$ cat src/rtl/systolic_skew_buffer.sv
// Per-lane skew/deskew delay stage with valid tracking, stall and tile drain FSM.
// Optional build macro SYSTOLIC_SKEW_ZERO_GATE_EN forces invalid lanes to zero.
module systolic_skew_buffer #(
  parameter int unsigned DATA_WIDTH = 8,
  parameter int unsigned SA_LENGTH  = 16
) (
  input  logic                         CLK,
  input  logic                         ASYNC_RST,
  input  logic                         SYNC_RST,
  input  logic                         MODE,
  input  logic                         STALL,
  input  logic                         IN_VALID,
  input  logic                         IN_LAST,
  output logic                         IN_READY,
  input  logic signed [DATA_WIDTH-1:0] Inputs  [SA_LENGTH],
  output logic signed [DATA_WIDTH-1:0] Outputs [SA_LENGTH],
  output logic        [SA_LENGTH-1:0]  OUT_VALID,
  output logic                         BUSY,
  output logic                         DONE
);

  localparam int unsigned CW     = $clog2(SA_LENGTH) + 1;
  localparam bit          SINGLE = (SA_LENGTH == 1);

  typedef enum logic [1:0] {IDLE = 2'd0, STREAM = 2'd1, DRAIN = 2'd2} state_t;

  state_t        state_q, state_d;
  logic [CW-1:0] cnt_q, cnt_d;
  logic          mode_q, mode_d;
  logic          ready_c;
  logic          accept;
  logic          mode_sel;

  assign ready_c  = (state_q != DRAIN) && !STALL;
  assign accept   = IN_VALID && ready_c;
  // The first vector of a tile must already see its own mode on the taps.
  assign mode_sel = ((state_q == IDLE) && accept) ? MODE : mode_q;

  always_ff @(posedge CLK or posedge ASYNC_RST) begin
    if (ASYNC_RST) begin
      state_q <= IDLE;
      cnt_q   <= '0;
      mode_q  <= 1'b0;
    end else if (SYNC_RST) begin
      state_q <= IDLE;
      cnt_q   <= '0;
      mode_q  <= 1'b0;
    end else if (!STALL) begin
      state_q <= state_d;
      cnt_q   <= cnt_d;
      mode_q  <= mode_d;
    end
  end

  always_comb begin
    state_d = state_q;
    cnt_d   = cnt_q;
    mode_d  = mode_q;
    unique case (state_q)
      IDLE, STREAM: begin
        if (accept) begin
          if (state_q == IDLE) mode_d = MODE;
          if (IN_LAST) begin
            state_d = SINGLE ? IDLE : DRAIN;
            cnt_d   = CW'(SA_LENGTH - 1);
          end else begin
            state_d = STREAM;
          end
        end
      end
      DRAIN: begin
        cnt_d = cnt_q - CW'(1);
        if (cnt_q == CW'(1)) state_d = IDLE;
      end
      default: state_d = IDLE;
    endcase
  end

  always_comb begin
    IN_READY = ready_c;
    BUSY     = (state_q != IDLE);
    DONE     = 1'b0;
    if (SINGLE) DONE = accept && IN_LAST;
    else        DONE = (state_q == DRAIN) && (cnt_q == CW'(1)) && !STALL;
  end

  for (genvar i = 0; i < SA_LENGTH; i++) begin : g_lane
    localparam int unsigned D_SK = i;
    localparam int unsigned D_DS = SA_LENGTH - 1 - i;
    localparam int unsigned CL   = (D_SK > D_DS) ? D_SK : D_DS;

    logic signed [DATA_WIDTH-1:0] tap_data;
    logic                         tap_vld;

    if (CL > 0) begin : g_chain
      localparam int unsigned IW = (CL > 1) ? $clog2(CL) : 1;

      // Chain is only as deep as the longer of this lane's two delays.
      logic signed [DATA_WIDTH-1:0] sr_data [CL];
      logic                         sr_vld  [CL];
      logic [IW-1:0]                tap_idx;
      logic                         pass;

      always_ff @(posedge CLK or posedge ASYNC_RST) begin
        if (ASYNC_RST) begin
          for (int k = 0; k < CL; k++) begin
            sr_data[k] <= '0;
            sr_vld[k]  <= 1'b0;
          end
        end else if (SYNC_RST) begin
          for (int k = 0; k < CL; k++) begin
            sr_data[k] <= '0;
            sr_vld[k]  <= 1'b0;
          end
        end else if (!STALL) begin
          sr_data[0] <= accept ? Inputs[i] : '0;
          sr_vld[0]  <= accept;
          for (int k = 1; k < CL; k++) begin
            sr_data[k] <= sr_data[k-1];
            sr_vld[k]  <= sr_vld[k-1];
          end
        end
      end

      always_comb begin
        tap_idx = '0;
        pass    = 1'b0;
        if (mode_sel) begin
          if (D_DS == 0) pass = 1'b1;
          else           tap_idx = IW'(D_DS - 1);
        end else begin
          if (D_SK == 0) pass = 1'b1;
          else           tap_idx = IW'(D_SK - 1);
        end
        tap_data = pass ? Inputs[i] : sr_data[tap_idx];
        tap_vld  = pass ? accept    : sr_vld[tap_idx];
      end
    end else begin : g_pass
      assign tap_data = Inputs[i];
      assign tap_vld  = accept;
    end

    assign OUT_VALID[i] = tap_vld && !STALL;

`ifdef SYSTOLIC_SKEW_ZERO_GATE_EN
    assign Outputs[i] = OUT_VALID[i] ? tap_data : '0;
`else
    // Holds the last presented value so pass-through lanes stay frozen under stall.
    logic signed [DATA_WIDTH-1:0] hold_q;

    always_ff @(posedge CLK or posedge ASYNC_RST) begin
      if (ASYNC_RST)   hold_q <= '0;
      else if (SYNC_RST) hold_q <= '0;
      else if (!STALL) hold_q <= tap_data;
    end

    assign Outputs[i] = STALL ? hold_q : tap_data;
`endif
  end

endmodule

$ cat config.mk
export PLATFORM = sky130hd
export DESIGN_NAME = systolic_skew_buffer
export DESIGN_NICKNAME = d
export VERILOG_FILES = /design/src/rtl/systolic_skew_buffer.sv
export SDC_FILE = /design/constraint.sdc
export NUM_CORES = 2
export LEC_CHECK = 0
export ABC_AREA = 1
export BUFFER_PORTS_ARGS = -buffer_cell sky130_fd_sc_hd__buf_2
export CAP_MARGIN = 0
export CORE_MARGIN = 3
export CORE_UTILIZATION = 43
export DETAILED_ROUTE_END_ITERATION = 16
export MAX_ROUTING_LAYER = met4
export PLACE_DENSITY_LB_ADDON = 0.3
export SLEW_MARGIN = 0
export SYNTH_ARGS = -nofsm -noshare
export SYNTH_HDL_FRONTEND = slang
export SYNTH_SLANG_ARGS = --single-unit
export TNS_END_PERCENT = 10
$ cat constraint.sdc
create_clock -name CLK -period 66.3 [get_ports CLK]
set_input_delay 3.315 -clock CLK [delete_from_list [all_inputs] [get_ports CLK]]
set_output_delay 3.315 -clock CLK [all_outputs]
set_load 0.02 [all_outputs]
**Word level (Yosys, flattened, before mapping)**

Cells that the tools add are included.

- Bits in registers: 1792
- Output and inout bits: 147

- Bitwise operators: 16
- Muxes and demuxes: 246
- Eq/ne operators: 8
- Reductions and logical operators: 32
- Add/sub/neg operators: 1
- Order comparisons: 16

Operators by type and width:

| operator | number |
|---|---|
| 8-bit two-way mux | 86 |
| 120-bit two-way mux | 4 |
| 8-bit binary-select mux with 4-bit select | 14 |
| 112-bit two-way mux | 4 |
| 104-bit two-way mux | 4 |
| 96-bit two-way mux | 4 |
| 88-bit two-way mux | 4 |
| 80-bit two-way mux | 4 |
| 72-bit two-way mux | 4 |
| 64-bit two-way mux | 4 |
| 5-bit >= comparator, second input constant | 14 |
| 4-bit NOT with 5-bit output | 14 |
| 15-bit two-way mux | 4 |
| 1-bit binary-select mux with 4-bit select | 14 |
| 14-bit two-way mux | 4 |
| 4-bit two-way mux | 14 |
| 13-bit two-way mux | 4 |
| 8-bit binary-select mux with 3-bit select | 2 |
| 12-bit two-way mux | 4 |
| 11-bit two-way mux | 4 |
| 1-bit two-way mux | 43 |
| 10-bit two-way mux | 4 |
| 9-bit two-way mux | 4 |
| 1-bit logical AND | 21 |
| other kinds (20) | 37 |

**Longest topological paths before layout**

- Depth after elaboration: 13
- Mapped depth: 10

**Worst setup path before layout**

Ideal clock, no wire load.

- Path type: input to output
- From: input STALL
- To: output OUT_VALID[11]
- Stages: 6
- Path buffers: 3
- Data required time: 62985 ps
- Slack: 58597 ps
- Arrival: 4388 ps
- Path through: inv_2 buf_4 clkbuf_1 buf_2 nand2_1 a22oi_1

- Longest elaborated chain between the ends: 11

RTL lines:

| item | line | RTL |
|---|---|---|
| from (decl) | 11 | `input logic STALL,` |
| 1-bit logical NOT * | - |  |
| 1-bit logical AND | 34 | `assign ready_c = (state_q != DRAIN) && !STALL;` |
| 1-bit logical AND | 35 | `assign accept = IN_VALID && ready_c;` |
| 1-bit logical AND | 37 | `assign mode_sel = ((state_q == IDLE) && accept) ? MODE : mode_q;` |
| 1-bit two-way mux | 37 |  |
| 4-bit two-way mux | 128 | `if (mode_sel) begin` |
| 4-bit NOT with 5-bit output (not written as such) | 136 | `tap_vld = pass ? accept : sr_vld[tap_idx];` |
| 1-bit binary-select mux with 4-bit select | 136 |  |
| 1-bit two-way mux (not written as such) (2 in series) | 136 |  |
| 1-bit logical AND * | 143 | `assign OUT_VALID[i] = tap_vld && !STALL;` |
| to (decl) | 17 | `output logic [SA_LENGTH-1:0] OUT_VALID,` |

Mark *: on every way between the ends. The rest lies on a longest branch, timed or not. The select of a mux whose other input is x is not followed.

==> impl_metrics.json <==
{
  "status": "finished, final reports clean",
  "p_total_mw": 2.239,
  "ys_warn_count": 0,
  "power_density_nw_per_um2": 30.10,
  "place_ws_ns": 55.15,
  "final_max_slew_viol_count": 0,
  "hold_path.class": "reg2reg",
  "grt.met2_usage_pct": 29.23,
  "cp_max_fo": 150,
  "timing.final.crit_share_pct": 16.99,
  "combPwrFrac_pct": 9.9,
  "antenna_found_initial": 6,
  "clkLatencyLatePin_ns": 0.78,
  "setup_tns_ns": 0,
  "avgRoutedWirePerCell_um": 16.75,
  "grt_pass1_wl_um": 255800,
  "wl_um": 153400,
  "grt_max_degree": 240,
  "synth_nets": 7189,
  "end_kind": "primary output",
  "drtPass1Iterations": 5,
  "setup_ws_ns": 55.04,
  "vdd_drop_max_v": 0.00002416,
  "drt_iter0_drc": 4542,
  "cts.sinks": 1623,
  "clk_pin_slew_ns": 0.05,
  "num_rows": 143,
  "clockRootBuffer": "clkbuf_16",
  "synth_edf_count": 0,
  "gp_congestion": 0.7955,
  "hold_buffers": 0,
  "netSwitchingPower_uw": 585.7,
  "detailed_place_hpwl_um": 82690,
  "rsz0062_at_grt": "false",
  "max_freq_mhz": 88.77,
  "numCtsBuffers": 171,
  "async_reset_ff_share_pct": 100.0,
  "yosys.area.top_type_share_pct": 60.99,
  "cell_internal_pwr_mw": 1.653,
  "reg2reg_depth": 7,
  "via_per_inst": 5.237,
  "portBuffers": 281,
  "synthTopCellsByCount": "dfrtp_1 (1,623), nand3_1 (1,109), inv_1 (1,102)",
  "initial_core_util_pct": 43.53,
  "vias": 47960,
  "pwr-share-clk_pct": 42.8,
  "relSlewSlack_pct": 16.12,
  "area_growth_pct": 11.72,
  "met1_usage_pct": 28.95,
  "cp.arrival_ns": 7.95,
  "grt_use_total_pct": 19.99,
  "synth-seq-cells": 1623,
  "nets": 7125,
  "drive_above_1_share_pct": 9.176,
  "max_cap_violations": 0,
  "synthMostInstantiatedCell": "dfrtp_1",
  "fp.dieH_um": 399.5,
  "htree_levels": 4,
  "syn_inst": 7052,
  "switching_share_pct": 26.16,
  "fillers": 14187,
  "path_class": "in2out",
  "die_area_sq_um": 159600,
  "synth_area_sq_um": 66590,
  "remaining_drc_errors": 0,
  "yosys-top-cells-area": "dfrtp_1 (61%), nand3_1 (8.3%), a211oi_1 (7.7%)",
  "hold_violations": 0,
  "leakage_nw": 34.51,
  "cp.required_ns": 62.98,
  "ant_nets": 0,
  "core_sq_um": 153000,
  "yosysTopAreaCell": "dfrtp_1",
  "final_core_util_pct": 48.63,
  "grt_pass1_vias": 47397,
  "tightest_slew_ns": 1.258,
  "grt_use_met3_pct": 3.223,
  "avgSynthCellArea_sq_um": 9.443,
  "finClkSkew_ns": 0.05074,
  "holdPathStages": 2,
  "postCtsSetupBuffers": 0,
  "setup_viol_count_final": 0,
  "start_kind": "input pin",
  "seq_power_share_pct": 47.3,
  "holdWs_ns": 0.4832,
  "grt_overflow_total": 0,
  "clock_path_buffers": 3,
  "period_minus_slack_ns": 11.26,
  "ctsResizeCount": 0,
  "fp.dieW_um": 399.5,
  "ys.flop_type": "dfrtp_1",
  "yosysUniqueCellTypes": 29,
  "cts_tree": "built",
  "top_usage_layer": "met2",
  "seq_area_frac_synth_pct": 60.99,
  "io_pins": 282
}
[worst max-delay path: stages]
cell and delay (ns):
buf_4 0.20, inv_8 0.54, buf_4 0.59, buf_4 0.69, buf_4 0.81, buf_4 0.92, nand3_1 0.18, nand2_1 0.13
inv_1 0.04, buf_2 0.15
[metal layers]
layer	wire (um)	share of wire [%]
met5	0	0
met4	3637	2.4
met3	7130	4.6
met2	68570	45
met1	74030	48
[cells by family after synthesis]
kind of cell,after synthesis,synth area share [%]
DFF,1623,60.99
and+or+nand+nor,2218,14.74
xor gates and xnor gates,3,0.03946
adders and majority gates,2,0.03757
buffers and inverters,1691,10.05
AOI/OAI and AO/OA,1515,14.14
[power groups by stage]
stage               registers [mW]  clock network (mW)  logic (mW)
floorplan                     1.08                   0       0.161
global placement              1.08                   0       0.221
detailed placement            1.08                   0       0.224
CTS                           1.06               0.983       0.225
global route                  1.06                1.02       0.251
finish                        1.06               0.957       0.222
[state kept, by name, summed over array words and instances (netlist names)]
register,cells
state_q,2
g_lane.g_chain.sr_data,1472
g_lane.g_chain.sr_vld,15
g_lane.hold_q,128
cnt_q,5
mode_q,1
[cells in the final DEF (no fill, tap or decap), types with 5 or more instances in the layout]
master     instances
a211oi_1         683
a21oi_1           13
a22oi_1           14
buf_12            12
buf_2            279
buf_4             55
bufinv_16          7
clkbuf_1          48
clkbuf_16        172
clkbuf_8          45
clkinv_2          22
dfrtp_1         1623
inv_1           1100
inv_6              5
nand2_1          147
nand2_4            5
nand3_1         1108
nor2_1           926
o21ai_0          704
o21ai_1           31
o22ai_1           68
or2_2             25
[final timing paths]
path	slack, ns	from	to
setup reg to reg	63.32	state_q[1]	g_lane[5].g_chain.sr_data[77]
hold reg to reg	0.48	g_lane[1].g_chain.sr_data[48]	g_lane[1].g_chain.sr_data[40]
min in group asynchronous	2.65	ASYNC_RST	g_lane[3].g_chain.sr_data[87]
setup / recovery	55.04	STALL	Outputs[59]
max in group asynchronous	59.53	ASYNC_RST	g_lane[8].g_chain.sr_data[60]
hold / removal	0.48	g_lane[1].g_chain.sr_data[48]	g_lane[1].g_chain.sr_data[40]
[metrics by stage]
stage / std cells / cell area [sq um]
final: 9158 / 74390
after global routing: 9158 / 74390
after CTS: 9157 / 74390
after detailed placement: 8845 / 68710
after global placement: 8845 / 68710
after floorplan: 7052 / 66590
[area by class of cell]
type	instances	area [sq um]	share of cell area, %
Antenna cell	1	2.502	0.003364
Clock buffer	265	5104	6.860
Clock inverter	47	573.1	0.7703
Inverter	1107	4178	5.616
Multi-Input combinational cell	3738	19320	25.97
Sequential cell	1623	40610	54.59
Tap cell	2030	2540	3.414
Timing Repair Buffer	347	2064	2.775
Note: power is estimated with default switching activity, not from simulation.
